## src/rtl/spi_target_if.sv

```systemverilog
// Bus-side register access port of the SPI target (6502-style addr/data/rw/cs strobe).
interface spi_target_if;
  logic [3:0] addr;
  logic [7:0] data;
  logic       rw;
  logic       cs;
  logic [7:0] data_out;
  logic       data_out_en;

  modport master (output addr, data, rw, cs, input data_out, data_out_en);
  modport slave  (input addr, data, rw, cs, output data_out, data_out_en);
endinterface

```

## src/rtl/spi_target.sv

```systemverilog
// SPI mode-0 target with RX/TX byte buffers and a status register on the host bus.
// sck/mosi/ss_n are synchronised into clock_sys and all SPI activity is edge-detected there.
module spi_target #(
  parameter logic [7:0] IDLE_BYTE = 8'hFF
) (
  input  logic        clock_sys,
  input  logic        reset,
  spi_target_if.slave bus,
  input  logic        sck,
  input  logic        mosi,
  input  logic        ss_n,
  output logic        miso,
  output logic        miso_oe,
  output logic        irq
);

  typedef enum logic {ST_IDLE = 1'b0, ST_SHIFT = 1'b1} state_e;

  state_e     state_q;
  logic [2:0] sck_q;
  logic [1:0] mosi_q;
  logic [2:0] ss_q;
  logic [1:0] sync_vld_q;
  logic       armed_q;
  logic [7:0] shift_q;
  logic [6:0] rxsh_q;
  logic [2:0] bitcnt_q;
  logic       byte_done_q;
  logic [7:0] rx_data_q;
  logic [7:0] tx_buf_q;
  logic       rx_full_q;
  logic       rx_ovr_q;
  logic       tx_full_q;
  logic       tx_und_q;
  logic       miso_q;
  logic       miso_oe_q;

  logic       sck_rise;
  logic       sck_fall;
  logic       ss_fall;
  logic       ss_rise;
  logic       mosi_s;
  logic [7:0] load_byte;
  logic [7:0] rx_byte;
  logic       wr_status;
  logic       wr_tx;
  logic       rd_rx;
  logic [7:0] status;

  // armed_q blocks a select that was already low when reset released; a clean high must be seen first.
  always_ff @(posedge clock_sys) begin
    if (reset) begin
      sck_q      <= 3'b000;
      mosi_q     <= 2'b00;
      ss_q       <= 3'b111;
      sync_vld_q <= 2'b00;
      armed_q    <= 1'b0;
    end else begin
      sck_q      <= {sck_q[1:0], sck};
      mosi_q     <= {mosi_q[0], mosi};
      ss_q       <= {ss_q[1:0], ss_n};
      sync_vld_q <= {sync_vld_q[0], 1'b1};
      armed_q    <= armed_q | (sync_vld_q[1] & ss_q[1]);
    end
  end

  assign sck_rise  = sck_q[1] & ~sck_q[2];
  assign sck_fall  = ~sck_q[1] & sck_q[2];
  assign ss_fall   = ~ss_q[1] & ss_q[2] & armed_q;
  assign ss_rise   = ss_q[1] & ~ss_q[2];
  assign mosi_s    = mosi_q[1];
  assign load_byte = tx_full_q ? tx_buf_q : IDLE_BYTE;
  assign rx_byte   = {rxsh_q, mosi_s};

  assign wr_status = ~bus.cs & ~bus.rw & (bus.addr == 4'd0);
  assign wr_tx     = ~bus.cs & ~bus.rw & (bus.addr == 4'd2);
  assign rd_rx     = ~bus.cs & bus.rw & (bus.addr == 4'd1);

  // Flag clears are written first so that any set later in the block takes priority.
  always_ff @(posedge clock_sys) begin
    if (reset) begin
      state_q     <= ST_IDLE;
      shift_q     <= IDLE_BYTE;
      rxsh_q      <= 7'd0;
      bitcnt_q    <= 3'd0;
      byte_done_q <= 1'b0;
      rx_data_q   <= 8'h00;
      tx_buf_q    <= 8'h00;
      rx_full_q   <= 1'b0;
      rx_ovr_q    <= 1'b0;
      tx_full_q   <= 1'b0;
      tx_und_q    <= 1'b0;
      miso_q      <= 1'b1;
      miso_oe_q   <= 1'b0;
    end else begin
      if (wr_status && bus.data[2]) rx_ovr_q <= 1'b0;
      if (wr_status && bus.data[3]) tx_und_q <= 1'b0;
      if (rd_rx) rx_full_q <= 1'b0;
      case (state_q)
        ST_IDLE: begin
          miso_oe_q <= 1'b0;
          miso_q    <= 1'b1;
          if (ss_fall) begin
            state_q     <= ST_SHIFT;
            bitcnt_q    <= 3'd0;
            byte_done_q <= 1'b0;
            miso_oe_q   <= 1'b1;
            shift_q     <= load_byte;
            miso_q      <= load_byte[7];
            if (tx_full_q) tx_full_q <= 1'b0;
            else           tx_und_q  <= 1'b1;
          end
        end
        ST_SHIFT: begin
          if (ss_rise) begin
            state_q     <= ST_IDLE;
            miso_oe_q   <= 1'b0;
            miso_q      <= 1'b1;
            bitcnt_q    <= 3'd0;
            byte_done_q <= 1'b0;
          end else if (sck_rise) begin
            rxsh_q   <= {rxsh_q[5:0], mosi_s};
            bitcnt_q <= bitcnt_q + 3'd1;
            if (bitcnt_q == 3'd7) begin
              rx_data_q   <= rx_byte;
              rx_full_q   <= 1'b1;
              byte_done_q <= 1'b1;
              if (rx_full_q && !rd_rx) rx_ovr_q <= 1'b1;
            end
          end else if (sck_fall) begin
            if (bitcnt_q != 3'd0) begin
              shift_q <= {shift_q[6:0], 1'b0};
              miso_q  <= shift_q[6];
            end else if (byte_done_q) begin
              byte_done_q <= 1'b0;
              shift_q     <= load_byte;
              miso_q      <= load_byte[7];
              if (tx_full_q) tx_full_q <= 1'b0;
              else           tx_und_q  <= 1'b1;
            end
          end
        end
        default: state_q <= ST_IDLE;
      endcase
      // A host TX write lands after any reload, so the new byte stays pending.
      if (wr_tx) begin
        tx_buf_q  <= bus.data;
        tx_full_q <= 1'b1;
      end
    end
  end

  assign status = {3'b000, (state_q == ST_SHIFT), tx_und_q, rx_ovr_q, tx_full_q, rx_full_q};

  // Read mux is combinational from addr.
  always_comb begin
    bus.data_out = 8'h00;
    case (bus.addr)
      4'd0:    bus.data_out = status;
      4'd1:    bus.data_out = rx_data_q;
      4'd2:    bus.data_out = tx_buf_q;
      default: bus.data_out = 8'h00;
    endcase
  end

  assign bus.data_out_en = ~bus.cs & bus.rw;
  assign miso            = miso_q;
  assign miso_oe         = miso_oe_q;
  assign irq             = rx_full_q;

endmodule

```

## src/flat_wrapper.sv

```systemverilog
// flat-port wrapper written by rule: the top's interface ports become plain ports
module spi_target_flat 
#(
  parameter logic [7:0] IDLE_BYTE = 8'hFF
)
  (clock_sys, reset, sck, mosi, ss_n, miso, miso_oe, irq, bus_addr, bus_data, bus_rw, bus_cs, bus_data_out, bus_data_out_en);
  spi_target_if bus_i ();
  input  logic clock_sys;
  input  logic reset;
  input  logic sck;
  input  logic mosi;
  input  logic ss_n;
  output logic miso;
  output logic miso_oe;
  output logic irq;
  input wire logic [$bits(bus_i.addr)-1:0] bus_addr;
  input wire logic [$bits(bus_i.data)-1:0] bus_data;
  input wire logic [$bits(bus_i.rw)-1:0] bus_rw;
  input wire logic [$bits(bus_i.cs)-1:0] bus_cs;
  output wire logic [$bits(bus_i.data_out)-1:0] bus_data_out;
  output wire logic [$bits(bus_i.data_out_en)-1:0] bus_data_out_en;
  assign bus_i.addr = bus_addr;
  assign bus_i.data = bus_data;
  assign bus_i.rw = bus_rw;
  assign bus_i.cs = bus_cs;
  assign bus_data_out = bus_i.data_out;
  assign bus_data_out_en = bus_i.data_out_en;
  spi_target #(.IDLE_BYTE(IDLE_BYTE)) u_core (.clock_sys(clock_sys), .reset(reset), .bus(bus_i), .sck(sck), .mosi(mosi), .ss_n(ss_n), .miso(miso), .miso_oe(miso_oe), .irq(irq));
endmodule
```

## config.mk

```make
export PLATFORM = sky130hd
export DESIGN_NAME = spi_target_flat
export DESIGN_NICKNAME = d
export VERILOG_FILES = /design/src/rtl/spi_target_if.sv /design/src/rtl/spi_target.sv /design/src/flat_wrapper.sv
export SDC_FILE = /design/constraint.sdc
export NUM_CORES = 1
export LEC_CHECK = 0
export CORE_MARGIN = 2
export CORE_UTILIZATION = 54
export DETAILED_ROUTE_END_ITERATION = 8
export GPL_TIMING_DRIVEN = 0
export PLACE_DENSITY = 0.81
export SYNTH_ARGS = -nofsm -noshare
export SYNTH_HDL_FRONTEND = slang
export SYNTH_SLANG_ARGS = --single-unit
```

## constraint.sdc

```tcl
create_clock -name clock_sys -period 2.1 [get_ports clock_sys]
set_input_delay 0.42 -clock clock_sys [delete_from_list [all_inputs] [get_ports clock_sys]]
set_output_delay 0.42 -clock clock_sys [all_outputs]
set_load 0.01 [all_outputs]
```

* Yosys cells after proc, flatten, opt, wreduce, memory -nomap -nowiden
Cells that the tools add are included.
** Operators by class
- Equal/unequal tests :: 22
- $add $sub $neg :: 1
- Muxes and demuxes :: 60
- Bitwise logic cells :: 20
- Reduce and logical (&&, ||, !) cells :: 13
** Operator list (count)
- two-way mux 7 bit :: 6
- two-way mux 1 bit :: 41
- inequality test 3 bit, second input constant :: 9
- case mux 8 bit (3 select lines) :: 1
- inequality test 4 bit, second input constant :: 4
- case mux 7 bit (2 select lines) :: 1
- case mux 1 bit (2 select lines) :: 6
- AND 1 bit :: 11
- two-way mux 3 bit :: 3
- two-way mux 8 bit :: 1
- inequality test 2 bit, second input constant :: 4
- NOT 1 bit :: 8
- AND reduction 4 bit :: 2
- case mux 3 bit (2 select lines) :: 1
- AND reduction 3 bit :: 2
- AND reduction 6 bit :: 1
- AND reduction 5 bit :: 1
- equality test 4 x 1 -> 1 bit, second input constant :: 1
- equality test 4 x 2 -> 1 bit, second input constant :: 1
- logical NOT 4 bit :: 1
- adder 3 x 1 -> 3 bit, second input constant :: 1
- equality test 3 bit, second input constant :: 1
- logical AND 1 bit :: 3
- inequality test 3 x 1 -> 1 bit, second input constant :: 1
- other kinds (5) :: 5
** Word-level totals
- Logic and storage cells :: 135
- Register bits after elaboration :: 52
- Output and inout port bits :: 12

* Depth between registers and ports, before layout
- Word-level depth :: 12
- Gate-level depth with buffers :: 7
- Mapped depth without buffers :: 6

* Worst setup path after synthesis
Ideal clock, no wire load.
- Path kind :: in2out
- From :: input bus_addr[1]
- To :: output bus_data_out[0]
- Stages :: 6
- Data arrival time :: 1.271 ns
- Setup slack :: 0.409 ns
- Required time :: 1.680 ns
- Buffers on the path :: 3
- Cells stage by stage :: buf_2 > nor2b_1 > buf_2 > buf_2 > a21oi_1 > nor2_1
** Between the ends
- Longest elaborated chain between the ends :: 2
- Elaborated cells on any way between the ends :: 4
- Those cells by class :: eq/ne: 2; mux: 1; reduce/logical: 1
** Ends and longest elaborated chain
- from (decl) :: line flat_wrapper.sv:16 : input wire logic [$bits(bus_i.addr)-1:0] bus_addr;
- equality test 4 x 2 -> 1 bit, or another cell as far along :: line spi_target.sv:158 : case (bus.addr)
- case mux 8 bit (3 select lines) * :: line spi_target.sv:158
- to (decl) :: line flat_wrapper.sv:20 : output wire logic [$bits(bus_i.data_out)-1:0] bus_data_out;
Mark *: on every way between the ends. The rest lies on a longest branch, timed or not.

* Worst setup path after layout
- From :: input bus_rw
- To :: output bus_data_out_en
** Between the ends
- Longest elaborated chain between the ends :: 1
** Ends and longest elaborated chain
- from (decl) :: line flat_wrapper.sv:18 : input wire logic [$bits(bus_i.rw)-1:0] bus_rw;
- AND 1 bit :: line spi_target.sv:166 : assign bus.data_out_en = ~bus.cs & bus.rw;
- to (decl) :: line flat_wrapper.sv:21 : output wire logic [$bits(bus_i.data_out_en)-1:0] bus_data_out_en;
Every way passes these cells.

==> results.toml <==
[die]
io-pin-count = 31
initial_utilization = 0.572
floorplan.die_area_sq_um = 4840
die_width_um = 69.6
floorplan.die.height_um = 69.6
floorplan.core_area_sq_um = 4060
num_rows = 23

[yosys]
yosysTopAreaCell = "dfxtp_1"
yosys_register_bits = 52
synth-main-ff-cell = "dfxtp_1"
netlist.area_leader.share = 0.448
syn-instance-count = 277
synth_warnings = 0
post_synth.cell_area_avg_sq_um = 8.38
yosys.cell_types.count = 40
synth_async_sr_flop_share = 0
synth.area.top_cells = "dfxtp_1 45%, a21oi_1 10%, nand2_1 5.7%"
syn_area_sq_um = 2320
synth_sequential_area_ratio = 0.448
synth-edff-count = 0
syn-num-nets = 299

[global_route]
wire_length_of_the_first_global_routing_pass_um = 8210
initial_antenna_violation_count = 0
grtUsageTotal = 0.212
grt_max_degree = 19
grt.overflow.total = 0
grt_pass1_vias = 1817

[worst_hold_path]
holdCritPathClass = "flop to flop"
min_delay_path_depth = 1
worst_hold_path.endpoint = "u_core.ss_q[1]"
hp-start = "u_core.ss_q[0]"

[flow_run]
drv.max_cap_violation_count = 0

[timing]
timing_worst_slew_pin_value_ns = 0.509
timing.clock.skew_ns = 0.00697
worst_slack_ns = 0.0767
final-hold-violation-count = 0
timing.final.crit_period_ns = 2.02
maxClockFrequency_ghz = 0.494
rsz0062_at_grt = "no"
maxSlewHeadroom = 0.661
finalSetupViolations = 0
finalCritPeriodShare = 0.963
final.setup.tns_ns = 0
timing.final.max_slew_violations = 0

[final_layout]
syn2layout_area_growth_pct = 17.8
num_antenna_cells = 0
layout.nets = 330
post_route_cells_drive_above_1_share = 0.0971
mostFrequentLayoutCell = "dfxtp_1"
leading_cell_types_in_the_layout_fill_and_taps_excluded = "52 x dfxtp_1, 47 x a21oi_1, 35 x nand2_1, 21 x nand3_1, 19 x clkdlybuf4s50_1"

[drt]
first_iter_violations = 109
vias = 1985
viasPerCell = 5.53
route.detailed.drc = 0
detail_route.wirelength_um = 4930
detailed_routing_iterations_pass_1 = 4
routed_wire_length_per_instance_um = 13.7
antenna_left = 0

[pwr]
power.clock.fraction = 0.347
p_int_mw = 1.31
net-switching-power_mw = 0.431
power.density_nw_per_um2 = 636
share_seq_of_total_power = 0.582
sw_frac_of_total = 0.247
worst_ir_drop_vdd_v = 0.000566
cellLeakagePower_nw = 0.987
power.combinational.fraction = 0.072

[worst_setup_path]
ff2ff_setup_slack_ns = 0.32
critical_path_peak_fanout = 3
critical_path.startpoint_type = "primary input"
timing.critical_path.slowest_cell_delay_ns = 0.55
path_common_cell = "clkdlybuf4s50_1"
timing.critical_path.cells = "clkdlybuf4s50_1, nor2b_1, clkdlybuf4s50_1"
path_class = "primary input to output pin"
cp_top_family = "buffers and inverters"
cp.required_ns = 1.68
reg2reg_to = "u_core.rx_ovr_q"
critPathArrivalTime_ns = 1.60
regToRegStartpoint = "u_core.bitcnt_q[0]"
setup.worst_path.end_class = "output pin"
critical_path.slowest_cell = "clkdlybuf4s50_1"
worst-r2r-cell-count = 6
critical_path_buf_inv_count = 2

[clock_tree]
tritoncts_num_sinks = 52
clk_latency_ns = 0.31
clkTransAtPathRegs_ns = 0.09
holdBufCountCts = 0
cts_setup_buffers = 0
clock_tree.htree_level_count = 2
clk_root_buffer_cell = "clkbuf_8"
cts_buffers = 5
cts_tree = "built"
clock_tree.buffer_depth = 2

[placement]
place_congestion = 0.816
portBuffers = 27
dp.final_hpwl_um = 3620
pre_cts_slack_ns = -0.398

[outcome]
status = "finished, final reports clean"
sequential cells by signal, indices dropped and copies added, names as in the netlist, 2 cells and up:
register,flops
u_core.rxsh_q,7
u_core.rx_data_q,8
u_core.bitcnt_q,3
u_core.shift_q,7
u_core.sck_q,3
u_core.tx_buf_q,8
u_core.mosi_q,2
u_core.ss_q,3
u_core.sync_vld_q,2
synth_stat cells, drive strengths merged (3+ instances only):
cell / instances
dfxtp: 52
a21oi: 47
nand2: 35
nand3: 21
nor2: 19
nor2b: 18
buf: 10
o21ai: 10
clkbuf: 9
o211ai: 7
or2: 6
mux2i: 5
a31oi: 4
nand2b: 4
a22oi: 3
ha: 3
inv: 3
metrics by stage:
| stage | hold slack [ns] | utilization | cell area (sq um) | instances | power, mW |
|---|---|---|---|---|---|
| after floorplan | 0.389 | - | 2320 | 277 | 1.11 |
| after global routing | 0.454 | 0.674 | 2740 | 359 | 1.81 |
| after CTS | 0.423 | 0.676 | 2740 | 360 | 1.75 |
| after detailed placement | 0.401 | 0.654 | 2660 | 354 | 1.16 |
| after global placement | 0.391 | 0.654 | 2660 | 354 | 1.16 |
| final | 0.420 | 0.674 | 2740 | 359 | 1.74 |
metal layers:
metal	GRT usage	up-vias	share of wire
met2	0.334	42	0.46
met4	0.0610	0	0.012
met1	0.286	916	0.49
met3	0.0538	7	0.041
li1	-	1020	-
met5	0	-	0
area by class of cell:
| class | instances | area, sq um |
|---|---|---|
| flip-flops and latches | 52 | 1040 |
| plain buffers | 16 | 93.8 |
| repair buffers | 27 | 260 |
| well taps | 50 | 62.6 |
| clock buffers | 5 | 68.8 |
| clock inverters | 3 | 26.3 |
| multi-input cells | 202 | 1170 |
| fillers | 357 | 1320 |
| inverters | 4 | 15.0 |
timing repair:
item                                    in CTS  in global routing
pin swaps                                    0                  0
resized for setup                           12                  0
endpoints found under the setup margin       8                  1
worst register-to-register path: cells and delay by family, from the launching register on:
| family | cells | cell delay, ns |
|---|---|---|
| AO/OA/AOI/OAI | 1 | 0.11 |
| AND/OR/NAND/NOR | 2 | 0.61 |
| buffers and inverters | 1 | 0.34 |
| flip-flops | 1 | 0.36 |
| adder cells (fa/ha/maj) | 2 | 0.30 |
worst max-delay path by stage:
stage	from	to	slack (ns)	cells after the start
6_report	bus_rw	bus_data_out_en	0.08	3
2_1_floorplan	bus_addr[1]	bus_data_out[0]	0.41	6
3_3_place_gp	bus_addr[3]	bus_data_out[7]	-0.41	5
5_1_grt	bus_rw	bus_data_out_en	0.02	3
4_1_cts	u_core.state_q	bus_data_out[4]	0.02	7
3_5_place_dp	bus_addr[3]	bus_data_out[6]	-0.40	5
logic make-up after synthesis:
logic type	share of synthesized area
simple gates	0.255
flops	0.448
mux	0.0216
fa+ha+maj	0.0162
compound gates	0.209
buf+inv	0.0501
power groups by stage:
stage	registers (mW)	logic (mW)	clock network, mW
final	1.01	0.125	0.603
after global routing	1.02	0.137	0.656
after CTS	1.01	0.126	0.610
after detailed placement	1.03	0.124	0
after global placement	1.03	0.122	0
after floorplan	1.03	0.0734	0
Power figures use the tool's default switching activity.
